--- src/rtl/spike_affine_norm_if.sv ---
`default_nettype none
// ============================================================================
// Module      : spike_affine_norm_if
// Description : Control, configuration and streaming bundle for the spiking
//               per-timestep affine normalisation stage.
// Revision    : 1.0 - initial release
// ============================================================================
interface spike_affine_norm_if #(
  parameter int CH   = 16,
  parameter int T    = 30,
  parameter int CW   = 8,
  parameter int NBLK = 8,
  parameter int TW   = $clog2(T),
  parameter int BW   = $clog2(NBLK)
);
  logic                 start;
  logic [BW-1:0]        block_sel;
  logic                 cfg_we;
  logic [BW-1:0]        cfg_blk;
  logic [TW-1:0]        cfg_t;
  logic signed [CW-1:0] cfg_alpha;
  logic signed [CW-1:0] cfg_beta;
  logic                 in_valid;
  logic                 in_ready;
  logic [CH-1:0]        in_spike;
  logic                 out_valid;
  logic                 out_ready;
  logic [CH-1:0]        out_spike;
  logic [TW-1:0]        out_t;
  logic                 busy;
  logic                 done;
  logic                 err_idle_beat;

  // Driver side: controller / upstream / downstream environment
  modport master (
    output start, block_sel, cfg_we, cfg_blk, cfg_t, cfg_alpha, cfg_beta,
    output in_valid, in_spike, out_ready,
    input  in_ready, out_valid, out_spike, out_t, busy, done, err_idle_beat
  );

  // Normalisation stage side
  modport slave (
    input  start, block_sel, cfg_we, cfg_blk, cfg_t, cfg_alpha, cfg_beta,
    input  in_valid, in_spike, out_ready,
    output in_ready, out_valid, out_spike, out_t, busy, done, err_idle_beat
  );
endinterface
`default_nettype wire

--- src/rtl/spike_affine_norm.sv ---
`default_nettype none
// ============================================================================
// Module      : spike_affine_norm
// Description : Per-timestep signed affine (alpha*s + beta) on a binary spike
//               vector with sign-spike output, run-time coefficient file,
//               frame FSM and valid/ready streaming with registered output.
// Revision    : 1.0 - initial release
// ============================================================================
module spike_affine_norm #(
  parameter int CH   = 16,
  parameter int T    = 30,
  parameter int CW   = 8,
  parameter int NBLK = 8,
  parameter int TW   = $clog2(T),
  parameter int BW   = $clog2(NBLK)
) (
  input  logic               clk,
  input  logic               rst_n,
  spike_affine_norm_if.slave bus
);

  localparam int            IW          = $clog2(NBLK * T);
  localparam logic [TW-1:0] c_TLAST     = TW'(T - 1);
  localparam logic [TW:0]   c_T_LIM     = (TW + 1)'(T);
  localparam logic [BW:0]   c_NBLK_LIM  = (BW + 1)'(NBLK);

  localparam logic [1:0]    S_IDLE      = 2'd0;
  localparam logic [1:0]    S_RUN       = 2'd1;
  localparam logic [1:0]    S_DONE      = 2'd2;

  logic [1:0]           r_state;
  logic [1:0]           w_next;
  logic                 w_busy;
  logic                 w_done;
  logic                 w_in_ready;
  logic                 w_accept;

  logic [TW-1:0]        r_t;
  logic [BW-1:0]        r_blk;
  logic                 r_err;
  logic                 r_ov;
  logic [CH-1:0]        r_os;
  logic [TW-1:0]        r_ot;

  logic signed [CW-1:0] r_alpha [NBLK*T];
  logic signed [CW-1:0] r_beta  [NBLK*T];
  logic [IW-1:0]        w_rd_idx;
  logic [IW-1:0]        w_wr_idx;
  logic                 w_cfg_ok;
  logic signed [CW:0]   w_alpha_x;
  logic signed [CW:0]   w_beta_x;
  logic [CH-1:0]        w_spike;

  assign w_accept = bus.in_valid & w_in_ready;

  // Coefficient addressing: flat [blk][t] layout, out-of-range writes dropped
  assign w_rd_idx = IW'(r_blk) * IW'(T) + IW'(r_t);
  assign w_wr_idx = IW'(bus.cfg_blk) * IW'(T) + IW'(bus.cfg_t);
  assign w_cfg_ok = ({1'b0, bus.cfg_t} < c_T_LIM) && ({1'b0, bus.cfg_blk} < c_NBLK_LIM);

  // Sign-extend by one bit so alpha+beta can never wrap
  assign w_alpha_x = {r_alpha[w_rd_idx][CW-1], r_alpha[w_rd_idx]};
  assign w_beta_x  = {r_beta[w_rd_idx][CW-1],  r_beta[w_rd_idx]};

  // Per-channel affine and sign: spike selects alpha+beta, otherwise beta alone
  for (genvar gi = 0; gi < CH; gi++) begin : g_ch
    logic signed [CW:0] w_v;
    assign w_v          = bus.in_spike[gi] ? (w_alpha_x + w_beta_x) : w_beta_x;
    assign w_spike[gi]  = ~w_v[CW] & (|w_v);
  end

  // Coefficient file: plain storage, no reset; reads see the pre-write value
  always_ff @(posedge clk) begin
    if (bus.cfg_we && w_cfg_ok) begin
      r_alpha[w_wr_idx] <= bus.cfg_alpha;
      r_beta[w_wr_idx]  <= bus.cfg_beta;
    end
  end

  // Frame FSM state register
  always_ff @(posedge clk or negedge rst_n) begin
    if (!rst_n) r_state <= S_IDLE;
    else        r_state <= w_next;
  end

  // Frame FSM next-state: start opens a frame, the T-th accepted beat closes it
  always_comb begin
    w_next = r_state;
    case (r_state)
      S_IDLE:  if (bus.start) w_next = S_RUN;
      S_RUN:   if (w_accept && (r_t == c_TLAST)) w_next = S_DONE;
      S_DONE:  w_next = S_IDLE;
      default: w_next = S_IDLE;
    endcase
  end

  // Frame FSM outputs: input accepted only when the output slot is free or draining
  always_comb begin
    w_busy     = (r_state == S_RUN);
    w_done     = (r_state == S_DONE);
    w_in_ready = (r_state == S_RUN) && (!r_ov || bus.out_ready);
  end

  // Frame context, idle-beat error flag and registered output stage
  always_ff @(posedge clk or negedge rst_n) begin
    if (!rst_n) begin
      r_t   <= '0;
      r_blk <= '0;
      r_err <= 1'b0;
      r_ov  <= 1'b0;
      r_os  <= '0;
      r_ot  <= '0;
    end else begin
      if (r_state == S_IDLE) begin
        if (bus.start) begin
          r_blk <= bus.block_sel;
          r_t   <= '0;
          r_err <= 1'b0;
        end else if (bus.in_valid) begin
          r_err <= 1'b1;
        end
      end
      if (w_accept) begin
        r_os <= w_spike;
        r_ot <= r_t;
        r_ov <= 1'b1;
        r_t  <= (r_t == c_TLAST) ? '0 : r_t + TW'(1);
      end else if (bus.out_ready) begin
        r_ov <= 1'b0;
      end
    end
  end

  assign bus.in_ready      = w_in_ready;
  assign bus.busy          = w_busy;
  assign bus.done          = w_done;
  assign bus.out_valid     = r_ov;
  assign bus.out_spike     = r_os;
  assign bus.out_t         = r_ot;
  assign bus.err_idle_beat = r_err;

endmodule
`default_nettype wire

--- src/flat_wrapper.sv ---
// flat-port wrapper written by rule: the top's interface ports become plain ports
module spike_affine_norm_flat 
#(
  parameter int CH   = 16,
  parameter int T    = 30,
  parameter int CW   = 8,
  parameter int NBLK = 8,
  parameter int TW   = $clog2(T),
  parameter int BW   = $clog2(NBLK)
)
  (clk, rst_n, bus_start, bus_block_sel, bus_cfg_we, bus_cfg_blk, bus_cfg_t, bus_cfg_alpha, bus_cfg_beta, bus_in_valid, bus_in_spike, bus_out_ready, bus_in_ready, bus_out_valid, bus_out_spike, bus_out_t, bus_busy, bus_done, bus_err_idle_beat);
  spike_affine_norm_if #(.CH(CH), .T(T), .CW(CW), .NBLK(NBLK), .TW(TW), .BW(BW)) bus_i ();
  input  logic clk;
  input  logic rst_n;
  input wire logic [$bits(bus_i.start)-1:0] bus_start;
  input wire logic [$bits(bus_i.block_sel)-1:0] bus_block_sel;
  input wire logic [$bits(bus_i.cfg_we)-1:0] bus_cfg_we;
  input wire logic [$bits(bus_i.cfg_blk)-1:0] bus_cfg_blk;
  input wire logic [$bits(bus_i.cfg_t)-1:0] bus_cfg_t;
  input wire logic [$bits(bus_i.cfg_alpha)-1:0] bus_cfg_alpha;
  input wire logic [$bits(bus_i.cfg_beta)-1:0] bus_cfg_beta;
  input wire logic [$bits(bus_i.in_valid)-1:0] bus_in_valid;
  input wire logic [$bits(bus_i.in_spike)-1:0] bus_in_spike;
  input wire logic [$bits(bus_i.out_ready)-1:0] bus_out_ready;
  output wire logic [$bits(bus_i.in_ready)-1:0] bus_in_ready;
  output wire logic [$bits(bus_i.out_valid)-1:0] bus_out_valid;
  output wire logic [$bits(bus_i.out_spike)-1:0] bus_out_spike;
  output wire logic [$bits(bus_i.out_t)-1:0] bus_out_t;
  output wire logic [$bits(bus_i.busy)-1:0] bus_busy;
  output wire logic [$bits(bus_i.done)-1:0] bus_done;
  output wire logic [$bits(bus_i.err_idle_beat)-1:0] bus_err_idle_beat;
  assign bus_i.start = bus_start;
  assign bus_i.block_sel = bus_block_sel;
  assign bus_i.cfg_we = bus_cfg_we;
  assign bus_i.cfg_blk = bus_cfg_blk;
  assign bus_i.cfg_t = bus_cfg_t;
  assign bus_i.cfg_alpha = bus_cfg_alpha;
  assign bus_i.cfg_beta = bus_cfg_beta;
  assign bus_i.in_valid = bus_in_valid;
  assign bus_i.in_spike = bus_in_spike;
  assign bus_i.out_ready = bus_out_ready;
  assign bus_in_ready = bus_i.in_ready;
  assign bus_out_valid = bus_i.out_valid;
  assign bus_out_spike = bus_i.out_spike;
  assign bus_out_t = bus_i.out_t;
  assign bus_busy = bus_i.busy;
  assign bus_done = bus_i.done;
  assign bus_err_idle_beat = bus_i.err_idle_beat;
  spike_affine_norm #(.CH(CH), .T(T), .CW(CW), .NBLK(NBLK), .TW(TW), .BW(BW)) u_core (.clk(clk), .rst_n(rst_n), .bus(bus_i));
endmodule
--- config.mk ---
export PLATFORM = sky130hd
export DESIGN_NAME = spike_affine_norm_flat
export DESIGN_NICKNAME = d
export VERILOG_FILES = /design/src/rtl/spike_affine_norm_if.sv /design/src/rtl/spike_affine_norm.sv /design/src/flat_wrapper.sv
export SDC_FILE = /design/constraint.sdc
export NUM_CORES = 2
export LEC_CHECK = 0
export BUFFER_PORTS_ARGS = -buffer_cell sky130_fd_sc_hd__buf_4
export CORE_ASPECT_RATIO = 2
export CORE_UTILIZATION = 45
export DETAILED_ROUTE_END_ITERATION = 6
export PLACE_DENSITY = 0.62
export SLEW_MARGIN = 20
export SYNTH_ARGS = -nofsm -noshare
export SYNTH_HDL_FRONTEND = slang
export SYNTH_SLANG_ARGS = --single-unit
--- constraint.sdc ---
create_clock -name clk -period 17.67 [get_ports clk]
set_input_delay 1.767 -clock clk [delete_from_list [all_inputs] [get_ports clk]]
set_output_delay 1.767 -clock clk [all_outputs]
set_load 0.05 [all_outputs]
# Word-level counts from Yosys, hierarchy flattened
# Memories as Yosys holds them, arrays and structs flattened.
# Index checks and enable logic that the tools add are counted.
[totals] mem_bits_rw=3840 n_memories=2 ff_bits=33 input_bits=49 elab_cells=113 out_inout_bits=26
[mem_list] name="u_core.r_alpha" depth=240 width=8 read_ports=1 rd_clocked_by_memory_dff=0 wr=1 line_no="spike_affine_norm.sv:45" text="logic signed [CW-1:0] r_alpha [NBLK*T];"
[mem_list] name="u_core.r_beta" depth=240 width=8 read_ports=1 rd_clocked_by_memory_dff=0 wr=1 line_no="spike_affine_norm.sv:46" text="logic signed [CW-1:0] r_beta [NBLK*T];"
[op_classes] reduce_logical=30 n_bitwise=33 magnitude_cmp=1 n_eq_ne=5 mux=29 n_mul=2 addsub=4
[ops] cell="9-bit two-way mux" n=16
[ops] cell="9-bit OR reduction" n=16
[ops] cell="5-bit two-way mux" n=4
[ops] cell="1-bit bitwise AND" n=17
[ops] cell="8-bit by 5-bit adder with 8-bit output" n=2
[ops] cell="1-bit inverter" n=16
[ops] cell="3-bit by 4-bit multiplier with 7-bit output, second input constant" n=2
[ops] cell="8-bit by 8-bit adder with 9-bit output" n=1
[ops] cell="2-bit AND reduction" n=4
[ops] cell="2-bit nonzero test" n=4
[ops] cell="1-bit two-way mux" n=6
[ops] cell="5-bit by 1-bit adder with 5-bit output, second input constant" n=1
[ops] cell="5-bit equality test, second input constant" n=1
[ops] cell="5-bit < comparator, second input constant" n=1
[ops] cell="2-bit two-way mux" n=2
[ops] cell="2-bit case mux with 2 select lines" n=1
[ops] cell="1-bit logical AND" n=3
[ops] cell="2-bit by 1-bit equality test with 1-bit output, second input constant" n=1
[ops] cell="2-bit equality test, second input constant" n=1
[ops] cell="2-bit zero test" n=1
[ops] cell="2-bit by 1-bit != test with 1-bit output, second input constant" n=1
[ops] cell="2-bit != test, second input constant" n=1
[ops] cell="1-bit zero test" n=1
[ops] cell="1-bit logical OR" n=1

# Depth between registers and ports, before layout
[logic_depth] word_depth=7 ltp_mapped=36 mapped_depth_nobuf=29

# Worst setup path after synthesis
# No wires, ideal clock.
[synth_path] path_kind="register -> register" startpoint="reg u_core.r_blk[1]" endpoint="reg u_core.r_os[0], in the netlist u_core.bus.out_spike[0]" stages_incl_launch_ff=34 synth_period_minus_slack_ns=8.021 slack_ns=9.649 path_buffers=7 required_time_ns=17.578 arrival_ns=7.930 setup_ns=0.092 cell_sequence="dfrtp_1 inv_1 fa_1 inv_1 ha_1 inv_1 fa_1 inv_1 ha_1 a21o_1 nand2_1 buf_4 buf_2 buf_4 buf_2 buf_2 buf_2 mux4_2 nand2_1 nand3_1 a311oi_1 a31oi_1 ha_1 fa_1 a21oi_1 nor2_1 o21a_1 o21a_1 o21ai_0 a2111oi_0 a2111oi_0 buf_2 a22oi_1 o31ai_2"
[synth_between] elab_chain_len=7 word_cells_on_any_way=9 classes_between="add/sub: 2; mul: 1; mux: 1; bitwise: 2; reduce/logical: 1; memory: 2"
[synth_lines] element="start: declaration" line_no="spike_affine_norm.sv:39" text="logic [BW-1:0] r_blk;"
[synth_lines] element="start signal: assignment" line_no="spike_affine_norm.sv:116" text="r_blk <= bus.block_sel;"
[synth_lines] element="3-bit by 4-bit multiplier with 7-bit output *" line_no="spike_affine_norm.sv:57" text="assign w_rd_idx = IW'(r_blk) * IW'(T) + IW'(r_t);"
[synth_lines] element="8-bit by 5-bit adder with 8-bit output *" line_no="spike_affine_norm.sv:57"
[synth_lines] element="memory 240 x 8 bit (on tied branches)"
[synth_lines] element="8-bit by 8-bit adder with 9-bit output" line_no="spike_affine_norm.sv:68" text="assign w_v = bus.in_spike[gi] ? (w_alpha_x + w_beta_x) : w_beta_x;"
[synth_lines] element="9-bit two-way mux *" line_no="spike_affine_norm.sv:68"
[synth_lines] element="9-bit OR reduction or 1-bit inverter (tied branches)" line_no="spike_affine_norm.sv:69" text="assign w_spike[gi] = ~w_v[CW] & (|w_v);"
[synth_lines] element="1-bit bitwise AND *" line_no="spike_affine_norm.sv:69"
[synth_lines] element="end signal: assignment" line_no="spike_affine_norm.sv:124" text="r_os <= w_spike;"
[synth_lines] element="end: declaration" line_no="spike_affine_norm.sv:42" text="logic [CH-1:0] r_os;"
# Mark *: on every way between the ends. The rest lies on a longest branch, timed or not.
# A chain may end at the register's enable or synchronous reset.

# Worst setup path after layout
[layout_path] startpoint="reg u_core.r_blk[0]" endpoint="reg u_core.r_os[0], in the netlist u_core.bus.out_spike[0]"
# Same word-level chain as after synthesis.

==> run summary <==
GR met3 Demand/Resource: 2.728%
Clock Latency Late Sink: 0.90 ns
Primary FF master, synth: edfxtp_1
total CTS buffers: 321
Rel. slew slack: 15.06%
wirelength, routed: 411100 µm
clock sinks: 3873
GRT Residual Overflow: 0
Die Y: 819.4 µm
vias in the first global route: 74.16k
Yosys reg bits: 3873
design area: 168100 µm²
synth unique cells: 79
RePlAce Congestion: 0.8972
RSZ-0062 raised after global routing: no
share of cells above drive strength 1: 29.76%
Final nets: 7071
post-synthesis cell count: 6599
largest net degree at the start of global routing: 153
antenna violations before repair: 8
IO Count: 75
most frequent cells in the layout: 3840 x edfxtp_1, 1108 x mux4_2, 400 x buf_4
CTS tree: built
Final ANT Viol Nets: 0
post-CTS resize count: 0
post-detail-place hpwl: 255600 µm
Die ar.: 336600 µm²
M1 GR Usage: 27.23%
final setup vio count: 0
drt first pass iters: 7
CP dominant cell by count: buf_4
Critical Path RT: 18.42 ns
critical path's largest stage delay: 0.77 ns
hold buffer count at CTS: 0
Final Hold Viols: 0
core area: 331800 µm²
die width: 410.7 µm
Max Cap Viol: 0
Worst Skew: 0.04378 ns
PortBufs: 74
YS warnings: 0
number of enable flip-flop cells after synthesis: 3840
CTS max path bufs: 4
via density per instance: 6.151
CTS root buf: clkbuf_16
cell row count: 299
leading cell type in the layout, fill and taps excluded: edfxtp_1
Vias: 71.38k
H-tree levels: 5
min Tclk post-route: 9.376 ns
Setup TNS: 0 ns
sequential cell area fraction in the yosys report: 77.25%
Total GRT Usage: 24.40%
Crit path arrival time: 10.12 ns
DRC viols: 0
first-pass GRT wire length: 575100 µm
DP Area: 157800 µm²
Post-CTS Setup Bufs: 0
Worst Tran Pin Value: 1.271 ns
initial DRC count: 7842
Max stage delay cell, worst path: nor4b_1
Startpoint Class: register
Area Overhead vs Synth: 11.79%
outcome: finished, final reports clean
routed len/inst: 35.42 µm
Hold Path Class: register to register
Initial Utilization: 45.31%
share of synthesized registers carrying an async set or reset: 0.8521%
CP Max Fanout: 32
final-report max-slew violation count: 0
Worst-path clk slew: 0.07 ns
Tcrit/Tclk final: 53.06%
mean area per synthesized cell: 22.78 µm²
syn_nets: 6688
Setup CP Type: register to register
met2 Use GR: 43.99%
Highest Clock Rate: 0.1067 GHz
nature of the critical path endpoint: register
mapped cell area: 150300 µm²
global routing's busiest layer: met2
flip-flops by register name (all words and copies together) (netlist names):
register                  flops
u_core.r_alpha             1920
u_core.r_beta              1920
u_core.bus.out_spike         16
u_core.bus.out_t              5
u_core.r_t                    5
u_core.r_blk                  3
u_core.r_state                2
u_core.bus.err_idle_beat      1
u_core.bus.out_valid          1
layout make-up:
class	instances	area [µm²]
Fill cell	25709	163800
Sequential cell	3873	116100
Multi-Input combinational cell	2334	32770
Clock buffer	384	8481
Tap cell	4364	5460
Timing Repair Buffer	426	3407
Clock inverter	186	1689
Inverter	26	97.59
Antenna cell	12	30.03
metrics by stage:
step	worst slack (ns)	util, %	hold slack (ns)	std cells
global placement	8.537	47.53	0.4846	11021
detailed placement	8.387	47.57	0.4890	11023
floorplan	9.649	-	0.5202	6599
CTS	8.344	50.63	0.5060	11593
finish	8.294	50.65	0.5047	11605
global route	7.803	50.64	0.5397	11597
critical path, delay by kind of cell (launching register included):
| family | cells | cell delay (ns) |
|---|---|---|
| compound gates | 13 | 2.75 |
| xor+xnor | 2 | 0.74 |
| fa+ha+maj | 4 | 1.73 |
| buf+inv | 6 | 2.14 |
| flops | 1 | 0.44 |
| simple gates | 3 | 1.32 |
worst paths after layout:
| path | startpoint | to | slack, ns | depth (start not counted) |
|---|---|---|---|---|
| setup reg to reg | u_core.r_blk[0] | u_core.bus.out_spike[0] | 8.29 | 28 |
| setup / recovery | u_core.r_blk[0] | u_core.bus.out_spike[0] | 8.29 | 28 |
| max in group asynchronous | rst_n | u_core.r_t[0] | 16.54 | 1 |
| min in group asynchronous | rst_n | u_core.r_t[4] | 0.80 | 1 |
| hold reg to reg | u_core.bus.out_t[0] | u_core.bus.out_t[0] | 0.50 | 2 |
| hold / removal | u_core.bus.out_t[0] | u_core.bus.out_t[0] | 0.50 | 2 |
layer usage:
metal	vias to the layer above	part of all wire (%)	wire length (µm)
met4	4	7.5	30970
met2	2940	54	220300
met5	-	0.0075	31
li1	28616	-	-
met3	833	5.3	21670
met1	38984	34	138100
cells in the mapped netlist, drive strengths merged, types with 5 or more instances:
cell type	number	share of area [%]
nand3	81	0.27
and2	14	0.058
a311oi	21	0.12
or2	5	0.021
and3	26	0.11
xnor2	10	0.063
nand4	7	0.029
a31oi	22	0.092
buf	213	0.88
fa	9	0.12
a21oi	62	0.21
a211oi	17	0.093
a21o	7	0.035
a22oi	24	0.12
nor2b	6	0.025
inv	25	0.062
nand2	337	0.84
clkbuf	152	0.38
o22ai	13	0.054
mux2i	67	0.45
nor3	18	0.063
dfrtp	33	0.55
xor2	10	0.058
o221ai	11	0.064
o21ai	36	0.12
ha	31	0.26
nor2	284	0.71
a2111oi	7	0.041
edfxtp	3840	77
o31ai	19	0.13
mux4	1126	17
o211ai	9	0.045
cell families after synthesis:
kind of cell	Yosys count	synth area share (%)
adder cells (fa/ha/maj)	40	0.3778
AO/OA/AOI/OAI	283	1.327
flip-flops	3873	77.25
buffers and inverters	392	1.332
AND/OR/NAND/NOR	794	2.210
multiplexers	1197	17.39
XOR/XNOR	20	0.1215
Power is left out: the tool's default activity adds up to more than one toggle a clock period on the data nets, which glitch-free logic cannot reach.
